--- config.mk ---
export PLATFORM = sky130hd
export DESIGN_NAME = bcd_to_signed_bin
export DESIGN_NICKNAME = d
export VERILOG_FILES = /design/src/rtl/bcd_to_signed_bin.sv
export SDC_FILE = /design/constraint.sdc
export NUM_CORES = 1
export LEC_CHECK = 0
export CORE_MARGIN = 3
export CORE_UTILIZATION = 45
export DETAILED_ROUTE_END_ITERATION = 6
export PLACE_DENSITY_LB_ADDON = 0.2
export SYNTH_ARGS = -nofsm -noshare
export SYNTH_HDL_FRONTEND = slang
export SYNTH_SLANG_ARGS = --single-unit
--- constraint.sdc ---
create_clock -name sys_clk -period 6.6 [get_ports sys_clk]
set_clock_uncertainty 0.1 [all_clocks]
set_input_delay 0.66 -clock sys_clk [delete_from_list [all_inputs] [get_ports sys_clk]]
set_output_delay 0.66 -clock sys_clk [all_outputs]
set_load 0.01 [all_outputs]
--- src/rtl/bcd_to_signed_bin.sv ---
// Sequential BCD-to-two's-complement converter (reverse double-dabble, one shift per cycle).
// Feeds signed operands from the digit-entry front end to the multiplier.
module bcd_to_signed_bin #(
    parameter int DIGITS = 3,
    parameter int MAG_W  = 10,
    parameter int OUT_W  = 8
) (
    input  logic                  sys_clk,
    input  logic                  rst_n,
    input  logic [4*DIGITS-1:0]   bcd_in,
    input  logic                  sign_in,
    input  logic                  in_valid,
    output logic                  in_ready,
    output logic [OUT_W-1:0]      result,
    output logic                  err_digit,
    output logic                  err_range,
    output logic                  out_valid,
    input  logic                  out_ready
);

    localparam int WORK_W = 4*DIGITS + MAG_W;
    localparam int CNT_W  = $clog2(MAG_W + 1);

    localparam logic [1:0] IDLE  = 2'd0;
    localparam logic [1:0] SHIFT = 2'd1;
    localparam logic [1:0] RANGE = 2'd2;
    localparam logic [1:0] DONE  = 2'd3;

    localparam logic [CNT_W-1:0] LAST_SHIFT = CNT_W'(MAG_W - 1);
    localparam logic [MAG_W-1:0] POS_LIM    = MAG_W'(2**(OUT_W-1) - 1);
    localparam logic [MAG_W-1:0] NEG_LIM    = MAG_W'(2**(OUT_W-1));

    logic [1:0]        state;
    logic [WORK_W-1:0] work;
    logic [CNT_W-1:0]  cnt;
    logic              sign_q;

    function automatic logic has_bad_digit(input logic [4*DIGITS-1:0] bcd);
        logic bad;
        bad = 1'b0;
        for (int d = 0; d < DIGITS; d++) begin
            if (bcd[4*d +: 4] > 4'd9) bad = 1'b1;
        end
        return bad;
    endfunction

    // One reverse double-dabble step: shift right, then pull any digit >= 8 back by 3.
    function automatic logic [WORK_W-1:0] dabble_step(input logic [WORK_W-1:0] w);
        logic [WORK_W-1:0] s;
        s = w >> 1;
        for (int d = 0; d < DIGITS; d++) begin
            if (s[MAG_W + 4*d +: 4] >= 4'd8)
                s[MAG_W + 4*d +: 4] = s[MAG_W + 4*d +: 4] - 4'd3;
        end
        return s;
    endfunction

    // Returns {overflow, value}; value is forced to zero on overflow.
    function automatic logic [OUT_W:0] range_check(input logic neg, input logic [MAG_W-1:0] mag);
        logic signed [MAG_W:0] val;
        logic                  over;
        over = neg ? (mag > NEG_LIM) : (mag > POS_LIM);
        val  = neg ? -$signed({1'b0, mag}) : $signed({1'b0, mag});
        return over ? {1'b1, {OUT_W{1'b0}}} : {1'b0, val[OUT_W-1:0]};
    endfunction

    always_ff @(posedge sys_clk or negedge rst_n) begin
        if (!rst_n) begin
            state     <= IDLE;
            in_ready  <= 1'b1;
            out_valid <= 1'b0;
            result    <= '0;
            err_digit <= 1'b0;
            err_range <= 1'b0;
            work      <= '0;
            cnt       <= '0;
            sign_q    <= 1'b0;
        end else begin
            case (state)
                IDLE: begin
                    if (in_valid) begin
                        sign_q   <= sign_in;
                        in_ready <= 1'b0;
                        if (has_bad_digit(bcd_in)) begin
                            err_digit <= 1'b1;
                            err_range <= 1'b0;
                            result    <= '0;
                            out_valid <= 1'b1;
                            state     <= DONE;
                        end else begin
                            err_digit <= 1'b0;
                            err_range <= 1'b0;
                            work      <= {bcd_in, {MAG_W{1'b0}}};
                            cnt       <= '0;
                            state     <= SHIFT;
                        end
                    end
                end
                SHIFT: begin
                    work <= dabble_step(work);
                    cnt  <= cnt + 1'b1;
                    if (cnt == LAST_SHIFT) state <= RANGE;
                end
                // Low MAG_W bits of work now hold the unsigned magnitude.
                RANGE: begin
                    {err_range, result} <= range_check(sign_q, work[MAG_W-1:0]);
                    out_valid           <= 1'b1;
                    state               <= DONE;
                end
                DONE: begin
                    if (out_ready) begin
                        out_valid <= 1'b0;
                        in_ready  <= 1'b1;
                        state     <= IDLE;
                    end
                end
                default: state <= IDLE;
            endcase
        end
    end

endmodule
# Word-level counts from Yosys, hierarchy flattened
# Cells that the tools add are included.
# Widths: inputs -> output; s select.
[classes] muxes=34 n_lt_le_gt_ge=8 n_eq_ne=9 reduce_logical=12 n_addsub=5
[op_table] op="$mux 22" n=2
[op_table] op="$pmux 22 s2" n=1
[op_table] op="$mux 8" n=3
[op_table] op="$mux 4" n=5
[op_table] op="$pmux 8 s2" n=1
[op_table] op="$gt 4x4->1 const B" n=3
[op_table] op="$mux 1" n=12
[op_table] op="$reduce_and 3->1" n=4
[op_table] op="$gt 10x7->1 const B" n=1
[op_table] op="$gt 10x8->1 const B" n=1
[op_table] op="$ne 2x2->1 const B" n=5
[op_table] op="$mux 9" n=1
[op_table] op="$ge 4x4->1 const B" n=2
[op_table] op="$mux 2" n=4
[op_table] op="$neg 8->8" n=1
[op_table] op="$pmux 2 s4" n=1
[op_table] op="$pmux 4 s2" n=1
[op_table] op="$sub 4x2->4 const B" n=2
[op_table] op="$reduce_bool 2->1" n=3
[op_table] op="$add 4x1->4 const B" n=1
[op_table] op="$eq 2x2->1 const B" n=2
[op_table] op="$eq 4x4->1 const B" n=1
[op_table] op="$ge 3x4->1 const B" n=1
[op_table] op="$pmux 1 s2" n=2
[op_table] op="other kinds (7)" n=8
[totals] word_cells=77 regBits=41

# Depth between registers and ports, before layout
[depth] depth_word=9 ltp_mapped=8 mapped_depth_nobuf=6

# Worst setup path after synthesis
# Ideal clock, no wire load.
[synth_path] path_type="in2reg" startpoint="input port bcd_in[6]" endpoint="register result[0]" arrival_ns=1.922 slack_ns=4.454 stages=5 n_path_buf=1 path_cell_list="o21a_1 -> o31ai_1 -> and2_1 -> buf_2 -> mux2_2"
[synth_between] elab_chain_cells=7
[synth_lines] element="start: declaration" line_no="10" text="input logic [4*DIGITS-1:0] bcd_in,"
[synth_lines] element="$gt 4x4->1" line_no="42" text="if (bcd[4*d +: 4] > 4'd9) bad = 1'b1;"
[synth_lines] element="$mux 1 (2 in series)" line_no="42"
[synth_lines] element="$mux 1" line_no="81" text="if (in_valid) begin"
[synth_lines] element="$mux 1" line_no="79" text="case (state)"
[synth_lines] element="$ne 2x2->1 (no line)"
[synth_lines] element="$reduce_and 3->1 (no line)"
[synth_lines] element="end signal: assignment" line_no="106" text="{err_range, result} <= range_check(sign_q, work[MAG_W-1:0]);"
[synth_lines] element="end: declaration" line_no="14" text="output logic [OUT_W-1:0] result,"
# No other way between the ends. The select of a mux whose other input is x is not followed.
# A chain may end at the register's enable or synchronous reset.

# Final worst setup path
[layout_path] startpoint="input port bcd_in[2]" endpoint="register work[16]"
[layout_between] elab_chain_cells=8
[layout_lines] element="$gt 4x4->1" line_no="42"
[layout_lines] element="$mux 1 (3 in series)" line_no="42"
[layout_lines] element="$mux 1" line_no="81"
[layout_lines] element="$mux 1" line_no="79"
[layout_lines] element="$ne 2x2->1 (no line)"
[layout_lines] element="$reduce_and 3->1 (no line)"
[layout_lines] element="end signal: assignment" line_no="93" text="work <= {bcd_in, {MAG_W{1'b0}}};"
[layout_lines] element="end signal: assignment" line_no="100" text="work <= dabble_step(work);"
[layout_lines] element="end: declaration" line_no="34" text="logic [WORK_W-1:0] work;"
# No other way between the ends. The select of a mux whose other input is x is not followed.

==> flow_summary.json <==
{
  "grt_remaining_overflow": 0,
  "hpwl_um": 3660,
  "slowest_stage": "nand4_1",
  "power_density_nw_per_um2": 366,
  "cts_post_setup_buffers_inserted": 0,
  "vias_per_cell": 5.64,
  "layout.nets": 308,
  "grt_pass1_vias": 1834,
  "clockRootBuffer": "clkbuf_8",
  "antenna_cells": 0,
  "insertion_delay_ns": 0.29,
  "netlist_area_um2": 2390,
  "chipWidth_um": 78.8,
  "synth_cell_types": 51,
  "hp-class": "input port to asynchronous set/reset pin",
  "grt_antenna_before_repair": 0,
  "worstMarginPinSlew_ns": 1.08,
  "cp-startpoint": "bcd_in[2]",
  "ir_worst_vdd_mv": 0.161,
  "fin_tns_setup_ns": 0,
  "start_util": 0.486,
  "crit_type": "input port to flop",
  "r2r_cells": 6,
  "worst_ep_required_time_ns": 6.68,
  "critPathCaptureType": "flop",
  "slowest_delay_ns": 0.97,
  "wire_per_inst_um": 15.4,
  "cts_hold_buf": 0,
  "min_period_ns": 3.39,
  "route.detailed.drc": 0,
  "synth_fp_nets": 283,
  "syn_inst": 255,
  "finalSetupViolations": 0,
  "rows": 25,
  "p_leak_nw": 1.20,
  "avgSynthCellArea_um2": 9.36,
  "ys.flop_type": "dfrtp_1",
  "grt_pass1_wl_um": 9110,
  "dieArea_um2": 6210,
  "ys_ff_latch": 41,
  "drive_above_1_share": 0.0819,
  "die_h_um": 78.8,
  "slew_headroom": 0.280,
  "cp_max_fo": 25,
  "clockBufferDepth": 2,
  "wirelength_um": 5350,
  "tritoncts": "done",
  "rsz0062_at_grt": "no",
  "path_delay_family": "simple AND/OR/NAND/NOR gates",
  "drt_iter0_markers": 165,
  "start_kind": "input port",
  "post_cts_resized": 0,
  "areaGrowthSynthToFinish_pct": 18.9,
  "crit_chain": "clkdlybuf4s50_1 -> o21ai_0 -> nand4_1 -> nand2_1 -> mux2_2",
  "fin_crit_sh": 0.513,
  "crit_cells": 5,
  "synth_warnings": 0,
  "pin_count": 29,
  "clock_sinks": 41,
  "fin_cells": 348,
  "status": "finished clean",
  "cts.clk_slew.worst_paths_ns": 0.09,
  "io_buffers": 28,
  "core_um2": 4910,
  "drv_slew": 0,
  "grt_max_degree": 42,
  "dr.pass1.iters": 4,
  "hold_viol_final": 0,
  "synth-edff-count": 0,
  "cap_viol_max_count": 0,
  "h-tree-depth": 2,
  "fmax_ghz": 0.295,
  "globalplace.congestion": 0.851,
  "timing.rr.start": "state[0]",
  "worstPathBufferInverterCount": 1,
  "n_fill_cell": 447,
  "synth-async-reset-ratio": 1.00,
  "seq_area_frac_synth": 0.430,
  "vias": 1961,
  "grt_usage": 0.185,
  "crit_arrival_ns": 3.46,
  "numCtsBuffers": 5,
  "total_power_mw": 1.04,
  "dp.cells": 340,
  "antenna_left": 0
}
flip-flops by register name, summed over array words and instances, names as in the netlist:
name and cells:
sign_q 1, work 22, err_range 1, state 2, in_ready 1, result 8
cnt 4, err_digit 1, out_valid 1
cells in the mapped netlist, types with 3 or more instances:
| master | number | area, um^2 |
|---|---|---|
| o31ai_1 | 8 | 60.1 |
| a21oi_1 | 8 | 40.0 |
| xor2_1 | 4 | 35.0 |
| a211oi_1 | 3 | 22.5 |
| nand2_1 | 21 | 78.8 |
| dfrtp_1 | 40 | 1000 |
| nor3_1 | 4 | 20.0 |
| mux2_2 | 7 | 78.8 |
| clkbuf_1 | 7 | 26.3 |
| ha_1 | 11 | 138 |
| inv_1 | 14 | 52.6 |
| a31oi_1 | 4 | 25.0 |
| nor2_1 | 10 | 37.5 |
| o21a_1 | 5 | 37.5 |
| xnor2_1 | 5 | 43.8 |
| mux2i_1 | 4 | 40.0 |
| a211o_1 | 3 | 26.3 |
| nand4_1 | 3 | 18.8 |
| nor2b_1 | 7 | 43.8 |
| nand2b_1 | 3 | 18.8 |
| nand3_1 | 20 | 100 |
| o21ai_0 | 27 | 135 |
| buf_4 | 3 | 22.5 |
per-stage QoR:
step	cell area, um^2	hold WS, ns	util	setup WS (ns)
2_1_floorplan	2390	0.264	-	4.45
3_3_place_gp	2700	0.383	0.551	3.14
3_5_place_dp	2700	0.393	0.551	2.99
4_1_cts	2840	0.412	0.578	3.30
5_1_grt	2840	0.428	0.578	2.97
6_report	2840	0.391	0.578	3.21
cells in the final DEF (no fill, tap or decap), types with 2 or more instances in the layout:
cell type / n
nand4_1: 3
a31oi_1: 4
buf_4: 2
xnor2_1: 5
dfrtp_1: 40
a211o_1: 3
a221o_1: 2
nand3_1: 20
and2_1: 2
o21a_1: 5
nor2b_1: 7
nand2b_1: 3
xor2_1: 4
o211ai_1: 2
nor2_1: 10
o21ai_0: 27
mux2i_1: 4
nor4_1: 2
a21oi_1: 8
o31ai_1: 8
inv_1: 14
a21boi_0: 2
bufinv_16: 2
nor3_1: 4
a32oi_1: 2
clkdlybuf4s50_1: 27
a211oi_1: 3
mux2_2: 7
nand2_1: 21
ha_1: 11
clkbuf_8: 5
final cells by class:
type,instances,area [um^2],area share
Timing Repair Buffer,30,290,0.102
Clock inverter,3,65.1,0.0229
Multi-Input combinational cell,187,1250,0.439
Inverter,15,56.3,0.0198
Tap cell,67,83.8,0.0295
Clock buffer,5,68.8,0.0243
Sequential cell,41,1030,0.362
report_power, final:
group / internal [mW] / switching, mW / total [mW] / leakage, nW
clock network: 0.150 / 0.0910 / 0.241 / 0.0681
registers: 0.316 / 0.0635 / 0.380 / 0.528
logic: 0.176 / 0.241 / 0.417 / 0.605
cell families (layout without fill, tap and decap cells):
kind of cell / after synthesis / after routing / share of synthesized area
simple gates: 82 / 82 / 0.177
compound gates: 74 / 74 / 0.204
xor+xnor: 9 / 9 / 0.0330
flops: 41 / 41 / 0.430
fa+ha+maj: 11 / 11 / 0.0577
mux: 11 / 11 / 0.0498
buf+inv: 27 / 53 / 0.0477
worst paths after layout:
kind | end | slack [ns]
max in group asynchronous | work[4] | 5.42
min in group sys_clk | result[0] | 0.41
min reg2reg | result[0] | 0.41
min | state[1] | 0.39
max reg2reg | work[16] | 3.22
max | work[16] | 3.21
per-layer routing:
layer / GRT usage / up-vias / part of all wire / wire (um)
met2: 0.280 / 51 / 0.46 / 2450
met3: 0.0454 / 2 / 0.048 / 255
met5: 0 / - / 0 / 0
met4: 0.0378 / 0 / 0.0052 / 28
li1: - / 979 / - / -
met1: 0.272 / 929 / 0.49 / 2610
Note: power is estimated with default switching activity, not from simulation.
